$ cat src/rtl/mac_fp_minifloat_vec_pkg.sv
// Shared widths, E2M1 defaults, operand decode and sign conversion for the minifloat MAC.
// Latency: none (constants and combinational functions only).
// Backpressure: not applicable.
package mac_fp_pkg;

  localparam int E2M1_EXP_WIDTH = 2;
  localparam int E2M1_MAN_WIDTH = 1;
  localparam int DEF_LANES      = 4;
  localparam int DEF_ACC_WIDTH  = 23;

  // Decoded operand: significand with hidden bit applied, and effective exponent.
  typedef struct packed {
    logic [15:0] frac;
    logic [15:0] e;
  } dec_t;

  function automatic int fp_bias(input int exp_w);
    return 2 ** (exp_w - 1) - 1;
  endfunction

  // Width of the largest lane magnitude, (max frac)^2 shifted by (2*max_exp - 2).
  function automatic int prod_w(input int exp_w, input int man_w);
    return 2 * (man_w + 1) + 2 * (2 ** exp_w - 1) - 2;
  endfunction

  // Exact signed width of the sum of all lanes in one beat.
  function automatic int lsum_w(input int exp_w, input int man_w, input int lanes);
    return prod_w(exp_w, man_w) + 1 + $clog2(lanes);
  endfunction

  // Zero exponent is subnormal: no hidden bit, but it sits at the same scale as exp=1.
  function automatic dec_t fp_decode(input logic [15:0] exp_f, input logic [15:0] man_f,
                                     input int man_w);
    dec_t d;
    if (exp_f == 16'd0) begin
      d.frac = man_f;
      d.e    = 16'd1;
    end else begin
      d.frac = man_f | (16'd1 << man_w);
      d.e    = exp_f;
    end
    return d;
  endfunction

  // Negating a zero magnitude wraps back to zero, so -0 never produces a nonzero pattern.
  function automatic logic [31:0] signMagnitude_to_2sComplement(input logic sign,
                                                                input logic [31:0] mag);
    return sign ? (~mag + 32'd1) : mag;
  endfunction

endpackage

$ cat src/rtl/mac_fp_minifloat_vec_if.sv
// Operand-beat and group-result streams of the minifloat dot-product MAC.
// Latency: none (wiring only).
// Backpressure: in_ready/out_ready handshakes; slave side is the MAC.
interface mac_fp_minifloat_vec_if import mac_fp_pkg::*; #(
  parameter int EXP_WIDTH = E2M1_EXP_WIDTH,
  parameter int MAN_WIDTH = E2M1_MAN_WIDTH,
  parameter int LANES     = DEF_LANES,
  parameter int ACC_WIDTH = DEF_ACC_WIDTH
);
  localparam int OPW = 1 + EXP_WIDTH + MAN_WIDTH;

  logic                   in_valid;
  logic                   in_ready;
  logic                   in_last;
  logic [LANES*OPW-1:0]   weight;
  logic [LANES*OPW-1:0]   act;
  logic                   out_valid;
  logic                   out_ready;
  logic [ACC_WIDTH-1:0]   out;
  logic                   ovf;

  modport master (
    output in_valid, in_last, weight, act, out_ready,
    input  in_ready, out_valid, out, ovf
  );

  modport slave (
    input  in_valid, in_last, weight, act, out_ready,
    output in_ready, out_valid, out, ovf
  );
endinterface

$ cat src/rtl/mac_fp_minifloat_vec_lane.sv
// One lane: decode weight and activation, multiply significands, align, convert to signed.
// Latency: combinational.
// Backpressure: none; the caller registers the result.
module mac_fp_lane import mac_fp_pkg::*; #(
  parameter int EXP_WIDTH = E2M1_EXP_WIDTH,
  parameter int MAN_WIDTH = E2M1_MAN_WIDTH
) (
  input  logic [EXP_WIDTH+MAN_WIDTH:0]                     w_i,
  input  logic [EXP_WIDTH+MAN_WIDTH:0]                     a_i,
  output logic signed [prod_w(EXP_WIDTH, MAN_WIDTH):0]     val_o
);
  localparam int OPW    = 1 + EXP_WIDTH + MAN_WIDTH;
  localparam int PROD_W = prod_w(EXP_WIDTH, MAN_WIDTH);

  dec_t        dw;
  dec_t        da;
  logic [15:0] sh;
  logic [31:0] mag;

  assign dw = fp_decode(16'(w_i[MAN_WIDTH+EXP_WIDTH-1:MAN_WIDTH]), 16'(w_i[MAN_WIDTH-1:0]),
                        MAN_WIDTH);
  assign da = fp_decode(16'(a_i[MAN_WIDTH+EXP_WIDTH-1:MAN_WIDTH]), 16'(a_i[MAN_WIDTH-1:0]),
                        MAN_WIDTH);

  // Effective exponents are >= 1, so the smallest product lands on the unit LSB.
  assign sh  = dw.e + da.e - 16'd2;
  assign mag = (32'(dw.frac) * 32'(da.frac)) << sh;

  assign val_o = (PROD_W + 1)'(signMagnitude_to_2sComplement(w_i[OPW-1] ^ a_i[OPW-1], mag));
endmodule

$ cat src/rtl/mac_fp_minifloat_vec.sv
// LANES-wide minifloat dot-product MAC; beats accumulate until a 'last' beat emits the group sum.
// Latency: last beat accepted at edge t -> out_valid after edge t+3; back-to-back groups allowed.
// Backpressure: whole pipeline freezes while out_valid & ~out_ready; in_ready = ~stall. MAC_FP_SAT_EN selects saturating accumulation with ovf.
module mac_fp_minifloat_vec import mac_fp_pkg::*; #(
  parameter int EXP_WIDTH = E2M1_EXP_WIDTH,
  parameter int MAN_WIDTH = E2M1_MAN_WIDTH,
  parameter int LANES     = DEF_LANES,
  parameter int ACC_WIDTH = DEF_ACC_WIDTH
) (
  input  logic                   clk,
  input  logic                   reset,
  mac_fp_minifloat_vec_if.slave  bus
);
  localparam int OPW    = 1 + EXP_WIDTH + MAN_WIDTH;
  localparam int LV     = prod_w(EXP_WIDTH, MAN_WIDTH) + 1;
  localparam int LSUM_W = lsum_w(EXP_WIDTH, MAN_WIDTH, LANES);

  logic                        adv;
  logic                        s1_vld_q, s1_last_q;
  logic [LANES*OPW-1:0]        s1_w_q, s1_a_q;
  logic signed [LV-1:0]        lane_val [LANES];
  logic signed [LV-1:0]        prd_q [LANES];
  logic                        prd_vld_q, prd_last_q;
  logic signed [LSUM_W-1:0]    sum_d, sum_q;
  logic                        sum_vld_q, sum_last_q;
  logic signed [ACC_WIDTH-1:0] acc_d, acc_q, out_q;
  logic                        out_vld_q;

  // One result register downstream, so any unaccepted result stalls every stage.
  assign adv          = ~(out_vld_q & ~bus.out_ready);
  assign bus.in_ready = adv;
  assign bus.out_valid = out_vld_q;
  assign bus.out       = out_q;

  // S1: capture the accepted beat; bubbles keep the previous operands.
  always_ff @(posedge clk or negedge reset) begin
    if (!reset) begin
      s1_vld_q  <= 1'b0;
      s1_last_q <= 1'b0;
      s1_w_q    <= '0;
      s1_a_q    <= '0;
    end else if (adv) begin
      s1_vld_q  <= bus.in_valid;
      s1_last_q <= bus.in_valid & bus.in_last;
      if (bus.in_valid) begin
        s1_w_q <= bus.weight;
        s1_a_q <= bus.act;
      end
    end
  end

  for (genvar g = 0; g < LANES; g++) begin : g_lane
    mac_fp_lane #(.EXP_WIDTH(EXP_WIDTH), .MAN_WIDTH(MAN_WIDTH)) u_lane (
      .w_i   (s1_w_q[g*OPW +: OPW]),
      .a_i   (s1_a_q[g*OPW +: OPW]),
      .val_o (lane_val[g])
    );
  end

  // S2a: register the signed per-lane products.
  always_ff @(posedge clk or negedge reset) begin
    if (!reset) begin
      for (int i = 0; i < LANES; i++) prd_q[i] <= '0;
      prd_vld_q  <= 1'b0;
      prd_last_q <= 1'b0;
    end else if (adv) begin
      for (int i = 0; i < LANES; i++) prd_q[i] <= lane_val[i];
      prd_vld_q  <= s1_vld_q;
      prd_last_q <= s1_last_q;
    end
  end

  // Exact lane reduction; the sum width leaves room for every lane at full scale.
  always_comb begin
    sum_d = '0;
    for (int i = 0; i < LANES; i++) sum_d = sum_d + LSUM_W'(prd_q[i]);
  end

  // S2b: register the beat sum.
  always_ff @(posedge clk or negedge reset) begin
    if (!reset) begin
      sum_q      <= '0;
      sum_vld_q  <= 1'b0;
      sum_last_q <= 1'b0;
    end else if (adv) begin
      sum_q      <= sum_d;
      sum_vld_q  <= prd_vld_q;
      sum_last_q <= prd_last_q;
    end
  end

`ifdef MAC_FP_SAT_EN
  localparam int SUM_W = ((ACC_WIDTH > LSUM_W) ? ACC_WIDTH : LSUM_W) + 1;
  localparam logic signed [SUM_W-1:0] SAT_MAX = SUM_W'(2 ** (ACC_WIDTH - 1) - 1);
  localparam logic signed [SUM_W-1:0] SAT_MIN = -SAT_MAX - SUM_W'(1);

  logic signed [SUM_W-1:0] add_wide;
  logic                    sat_hi, sat_lo, sat_hit;
  logic                    sticky_q, ovf_q;

  // Add at a width where neither operand can overflow, then clamp to the accumulator range.
  always_comb begin
    add_wide = SUM_W'(acc_q) + SUM_W'(sum_q);
    sat_hi   = add_wide > SAT_MAX;
    sat_lo   = add_wide < SAT_MIN;
    sat_hit  = sat_hi | sat_lo;
    if (sat_hi)      acc_d = {1'b0, {(ACC_WIDTH-1){1'b1}}};
    else if (sat_lo) acc_d = {1'b1, {(ACC_WIDTH-1){1'b0}}};
    else             acc_d = add_wide[ACC_WIDTH-1:0];
  end

  // Sticky saturation flag for the open group; published with the group result.
  always_ff @(posedge clk or negedge reset) begin
    if (!reset) begin
      sticky_q <= 1'b0;
      ovf_q    <= 1'b0;
    end else if (adv && sum_vld_q) begin
      if (sum_last_q) begin
        ovf_q    <= sticky_q | sat_hit;
        sticky_q <= 1'b0;
      end else begin
        sticky_q <= sticky_q | sat_hit;
      end
    end
  end

  assign bus.ovf = ovf_q;
`else
  // Modular accumulation: truncating the sign-extended beat sum is exact mod 2**ACC_WIDTH.
  always_comb begin
    acc_d = acc_q + ACC_WIDTH'(sum_q);
  end

  assign bus.ovf = 1'b0;
`endif

  // S3: accumulate, or close the group into the held result register and restart clean.
  always_ff @(posedge clk or negedge reset) begin
    if (!reset) begin
      acc_q     <= '0;
      out_q     <= '0;
      out_vld_q <= 1'b0;
    end else if (adv) begin
      if (sum_vld_q && sum_last_q) begin
        out_q     <= acc_d;
        out_vld_q <= 1'b1;
        acc_q     <= '0;
      end else begin
        out_vld_q <= 1'b0;
        if (sum_vld_q) acc_q <= acc_d;
      end
    end
  end
endmodule
$ cat src/flat_wrapper.sv
// flat-port wrapper written by rule: the top's interface ports become plain ports
module mac_fp_minifloat_vec_flat import mac_fp_pkg::*;
#(
  parameter int EXP_WIDTH = E2M1_EXP_WIDTH,
  parameter int MAN_WIDTH = E2M1_MAN_WIDTH,
  parameter int LANES     = DEF_LANES,
  parameter int ACC_WIDTH = DEF_ACC_WIDTH
)
  (clk, reset, bus_in_valid, bus_in_last, bus_weight, bus_act, bus_out_ready, bus_in_ready, bus_out_valid, bus_out, bus_ovf);
  mac_fp_minifloat_vec_if #(.EXP_WIDTH(EXP_WIDTH), .MAN_WIDTH(MAN_WIDTH), .LANES(LANES), .ACC_WIDTH(ACC_WIDTH)) bus_i ();
  input  logic clk;
  input  logic reset;
  input wire logic [$bits(bus_i.in_valid)-1:0] bus_in_valid;
  input wire logic [$bits(bus_i.in_last)-1:0] bus_in_last;
  input wire logic [$bits(bus_i.weight)-1:0] bus_weight;
  input wire logic [$bits(bus_i.act)-1:0] bus_act;
  input wire logic [$bits(bus_i.out_ready)-1:0] bus_out_ready;
  output wire logic [$bits(bus_i.in_ready)-1:0] bus_in_ready;
  output wire logic [$bits(bus_i.out_valid)-1:0] bus_out_valid;
  output wire logic [$bits(bus_i.out)-1:0] bus_out;
  output wire logic [$bits(bus_i.ovf)-1:0] bus_ovf;
  assign bus_i.in_valid = bus_in_valid;
  assign bus_i.in_last = bus_in_last;
  assign bus_i.weight = bus_weight;
  assign bus_i.act = bus_act;
  assign bus_i.out_ready = bus_out_ready;
  assign bus_in_ready = bus_i.in_ready;
  assign bus_out_valid = bus_i.out_valid;
  assign bus_out = bus_i.out;
  assign bus_ovf = bus_i.ovf;
  mac_fp_minifloat_vec #(.EXP_WIDTH(EXP_WIDTH), .MAN_WIDTH(MAN_WIDTH), .LANES(LANES), .ACC_WIDTH(ACC_WIDTH)) u_core (.clk(clk), .reset(reset), .bus(bus_i));
endmodule
$ cat config.mk
export PLATFORM = sky130hd
export DESIGN_NAME = mac_fp_minifloat_vec_flat
export DESIGN_NICKNAME = d
export VERILOG_FILES = /design/src/rtl/mac_fp_minifloat_vec_pkg.sv /design/src/rtl/mac_fp_minifloat_vec_if.sv /design/src/rtl/mac_fp_minifloat_vec_lane.sv /design/src/rtl/mac_fp_minifloat_vec.sv /design/src/flat_wrapper.sv
export SDC_FILE = /design/constraint.sdc
export NUM_CORES = 1
export LEC_CHECK = 0
export CAP_MARGIN = 20
export CORE_MARGIN = 3
export CORE_UTILIZATION = 30
export CTS_BUF_LIST = sky130_fd_sc_hd__clkbuf_16
export CTS_CLUSTER_DIAMETER = 40
export DETAILED_ROUTE_END_ITERATION = 8
export GPL_TIMING_DRIVEN = 1
export PLACE_DENSITY = 0.52
export SLEW_MARGIN = 20
export SYNTH_ARGS = -nofsm -noshare
export SYNTH_HDL_FRONTEND = slang
export SYNTH_HIERARCHICAL = 1
export SYNTH_SLANG_ARGS = --single-unit
$ cat constraint.sdc
create_clock -name clk -period 4.4 [get_ports clk]
set_clock_uncertainty 0.1 [all_clocks]
set_input_delay 0.44 -clock clk [delete_from_list [all_inputs] [get_ports clk]]
set_output_delay 0.44 -clock clk [all_outputs]
set_load 0.02 [all_outputs]
==> results.md <==
- The fill cell instance count of the final layout is 3078.
- The synthesized instance count is 1009.
- The measured slew at the worst slew-check pin is 0.958 ns.
- During I/O placement, the number of pins put on the boundary was 63.
- Clock tree synthesis found a total of 132 sinks.
- The number of clock buffers added by TritonCTS is 17.
- The worst setup path is captured at a register.
- The synthesis-stage register bit count is 132.
- The first global-routing pass estimated 35.8 mm of wire.
- In this run the remaining antenna-violating nets after routing total 0.
- The via-per-instance ratio is 4.92.
- The total of endpoints with negative setup slack in the final report is 0.
- In this run the worst path has a maximum fanout of 2.
- Buffers placed on the I/O ports in this run total 61.
- Yosys mapped a number of flops with a built-in enable equal to 0.
- The commonest non-fill, non-tap cell in the layout is sky130_fd_sc_hd__nand2_1.
- On the critical path the largest part of the delay comes from adder cells.
- The die extent in y is 182 um.
- Counting cells, the worst reg-to-reg path comes to 12.
- The number of placement rows is 63.
- Summed over all nets, the half-perimeter wirelength after detailed placement is 15.2 mm.
- The critical path goes through inv_1 -> fa_1 -> fa_1 -> inv_1 -> ha_1 -> a21o_1 -> a211oi_1 -> nor2_1 -> o41ai_1 -> o21ai_0 -> xnor2_1 -> a21oi_1.
- The buffer cell driving the clock tree root is sky130_fd_sc_hd__clkbuf_16.
- The total core area is 30100 sq um.
- The critical path depth is 12.
- The number of gates resized after CTS was 0.
- After clock tree synthesis, the setup repair step added 0 buffers.
- The final number of hold-violating endpoints is 8.
- The maximum buffer depth of the clock tree is 2.
- The post-synthesis net count is 1126.
- Max-cap violations in this run came to 0.
- Across every metal layer, demand over resource in global routing totals 12.9%.
- The final reports fail on negative hold slack.
- Across all hold checks on the routed design, the worst slack comes to -0.0151 ns.
- Setup repair after global routing left no endpoint under its margin.
- The signed area change from the synthesized netlist to the final layout is 16.6%.
- The count of nets after finishing is 1171.
- The number of diodes is 0.
- The worst slew slack as a fraction of its limit is 36.2%.
- The worst reg-to-reg setup slack is 0.95 ns.
- The average routed wire per standard cell is 14.1 um.
- The initial antenna violation count is 0.
- The DRC violation count after routing is 0.
- The largest net degree at the start of global routing is 90.
- The highest clock rate is 0.290 GHz.
- The number of global-route vias before repair was 7200.
- TritonCTS built the clock tree.
- The average size of a mapped cell is 9.25 sq um.
- The largest single stage delay on the critical path is 0.58 ns.
- Among all flip-flop cells after synthesis, the most frequent one is sky130_fd_sc_hd__dfrtp_1.
- The count of unique library cells instantiated by Yosys is 65.
- The first TritonRoute pass finished after 5 iterations.
- The final critical path time including I/O delays and setup is 3.45 ns.
- In the layout the commonest cells are 145 x sky130_fd_sc_hd__nand2_1, 132 x sky130_fd_sc_hd__dfrtp_1, 83 x sky130_fd_sc_hd__inv_1.
- In the final layout, the share of cells above drive strength 1 is 10.3%.
- STA puts the critical path data arrival time at 3.64 ns.
- The max-slew violation total from the final report is 0.
- The area of the mapped netlist is 9330 sq um.
- The number of warning messages in the yosys log is 6.
- Clock latency on the worst-skew pair, taken at its later pin, is 0.42 ns.
- The flow ran to the end, but the final reports show violations.
- The number of buffers and inverters on the critical path is 2.
- The congestion estimate from routability-driven global placement came to 0.854.
- The quantity of hold-fixing buffers added after cts is 0.
- The startpoint identified for the worst register-to-register timing path is u_core/prd_q[11].
- For this configuration, the core starts out at a cell density of 31.0%.
- The worst hold-check path type is input pin to asynchronous set/reset pin.
- The slowest cell on the critical path is sky130_fd_sc_hd__fa_1.
- The total negative slack for setup checks is 0 ns.
- The routed layout has 7158 vias.
- The die covers 33300 sq um.
- The data required time of the worst path is 4.59 ns.
- The sum of routed wire length over all layers is 20.5 mm.
- The post-synthesis sequential area ratio is 35.4%.
- The final clock period utilization by the worst path is 78.4%.
- The nature of the critical path startpoint is a register.
- By startpoint and endpoint, the worst setup path is classified as register to register.
- Summed over all layers, the global routing overflow is 0.
- After clock tree synthesis, the clock-pin slew on the worst setup and hold paths is 0.05 ns.
- The endpoint identified for the worst register-to-register timing path is u_core/sum_q[10].
- The share of flip-flops with an asynchronous set or reset after synthesis is 100%.
- In this run the number of H-tree levels came out at 4.
- The detailed router finished its first iteration with 493 violations.
- From left edge to right edge, the die measures 182 um.
worst max-delay path by stage:
stage	from	to	slack [ns]
6_report	u_core/prd_q[11]	u_core/sum_q[10]	0.95
5_1_grt	u_core/prd_q[11]	u_core/sum_q[10]	0.63
4_1_cts	u_core/prd_q[11]	u_core/sum_q[10]	0.90
3_5_place_dp	u_core/prd_q[11]	u_core/sum_q[10]	0.91
3_3_place_gp	u_core/prd_q[11]	u_core/sum_q[10]	0.98
2_1_floorplan	u_core/prd_q[11]	u_core/sum_q[10]	1.21
cells by family (layout without fill, tap and decap cells):
kind of cell	Yosys count	count (layout)	share of synthesized area, %
XOR/XNOR	59	59	5.54
flip-flops	132	132	35.4
AND/OR/NAND/NOR	296	296	14.5
adder cells (fa/ha/maj)	80	80	12.3
multiplexers	51	51	6.29
AO/OA/AOI/OAI	263	263	20.1
other	1	1	0.0402
buffers and inverters	127	182	5.74
state kept, by name, summed over array words and instances (netlist names):
name	count
u_core/acc_q	23
u_core/bus.out	23
u_core/bus.out_valid	1
u_core/prd_last_q	1
u_core/prd_q	36
u_core/prd_vld_q	1
u_core/s1_a_q	16
u_core/s1_last_q	1
u_core/s1_vld_q	1
u_core/s1_w_q	16
u_core/sum_last_q	1
u_core/sum_q	11
u_core/sum_vld_q	1
through the flow:
| step | utilization [%] | cell area, sq um | setup WS, ns | std cells | hold slack [ns] |
|---|---|---|---|---|---|
| 6_report | 36.2 | 10900 | 0.951 | 1454 | -0.0151 |
| 5_1_grt | 36.2 | 10900 | 0.633 | 1454 | 0.0563 |
| 4_1_cts | 36.2 | 10900 | 0.901 | 1454 | 0.0177 |
| 3_5_place_dp | 34.1 | 10300 | 0.910 | 1425 | 0.356 |
| 3_3_place_gp | 34.1 | 10300 | 0.979 | 1425 | 0.349 |
| 2_1_floorplan | - | 9330 | 1.21 | 1009 | 0.0444 |
Yosys cell counts, types with 8 or more instances:
master	number	share of area (%)
sky130_fd_sc_hd__nor3_1	19	1.0
sky130_fd_sc_hd__a21oi_1	47	2.5
sky130_fd_sc_hd__nand3_1	16	0.86
sky130_fd_sc_hd__nand2b_1	14	0.94
sky130_fd_sc_hd__dfrtp_1	132	35
sky130_fd_sc_hd__o31ai_1	14	1.1
sky130_fd_sc_hd__a211oi_1	11	0.88
sky130_fd_sc_hd__o21ai_0	71	3.8
sky130_fd_sc_hd__clkbuf_1	20	0.80
sky130_fd_sc_hd__nand2_1	145	5.8
sky130_fd_sc_hd__xor2_1	19	1.8
sky130_fd_sc_hd__o21a_1	10	0.80
sky130_fd_sc_hd__o41ai_2	8	1.4
sky130_fd_sc_hd__xnor2_1	40	3.8
sky130_fd_sc_hd__nor2b_1	28	1.9
sky130_fd_sc_hd__inv_1	83	3.3
sky130_fd_sc_hd__a22o_1	19	1.8
sky130_fd_sc_hd__ha_1	60	8.0
sky130_fd_sc_hd__a22oi_1	10	0.80
sky130_fd_sc_hd__nor2_1	41	1.6
sky130_fd_sc_hd__fa_1	20	4.3
sky130_fd_sc_hd__mux2_2	41	4.9
routing by layer:
metal | up-vias | GRT usage (%) | part of all wire [%]
met3 | 14 | 2.41 | 3.2
met5 | - | 0 | 0
met2 | 120 | 21.5 | 48
met4 | 0 | 3.69 | 1.3
li1 | 3627 | - | -
met1 | 3397 | 17.2 | 48
final cells by class:
cell class	count	area, sq um	share of cell area [%]
clock buffers	17	425	3.91
clock inverters	12	189	1.74
inverters	84	315	2.90
multi-input cells	750	5500	50.5
flip-flops and latches	132	3300	30.3
well taps	390	488	4.48
repair buffers	69	672	6.17
worst register-to-register path, cell delays in order (launching register included):
cell                       delay, ns
sky130_fd_sc_hd__dfrtp_1        0.35
sky130_fd_sc_hd__inv_1          0.10
sky130_fd_sc_hd__fa_1           0.46
sky130_fd_sc_hd__fa_1           0.58
sky130_fd_sc_hd__inv_1          0.06
sky130_fd_sc_hd__ha_1           0.28
sky130_fd_sc_hd__a21o_1         0.19
sky130_fd_sc_hd__a211oi_1       0.23
sky130_fd_sc_hd__nor2_1         0.09
sky130_fd_sc_hd__o41ai_1        0.44
sky130_fd_sc_hd__o21ai_0        0.21
sky130_fd_sc_hd__xnor2_1        0.16
sky130_fd_sc_hd__a21oi_1        0.08
Power is left out: the tool's default activity adds up to more than one toggle a clock period on the data nets, which glitch-free logic cannot reach.
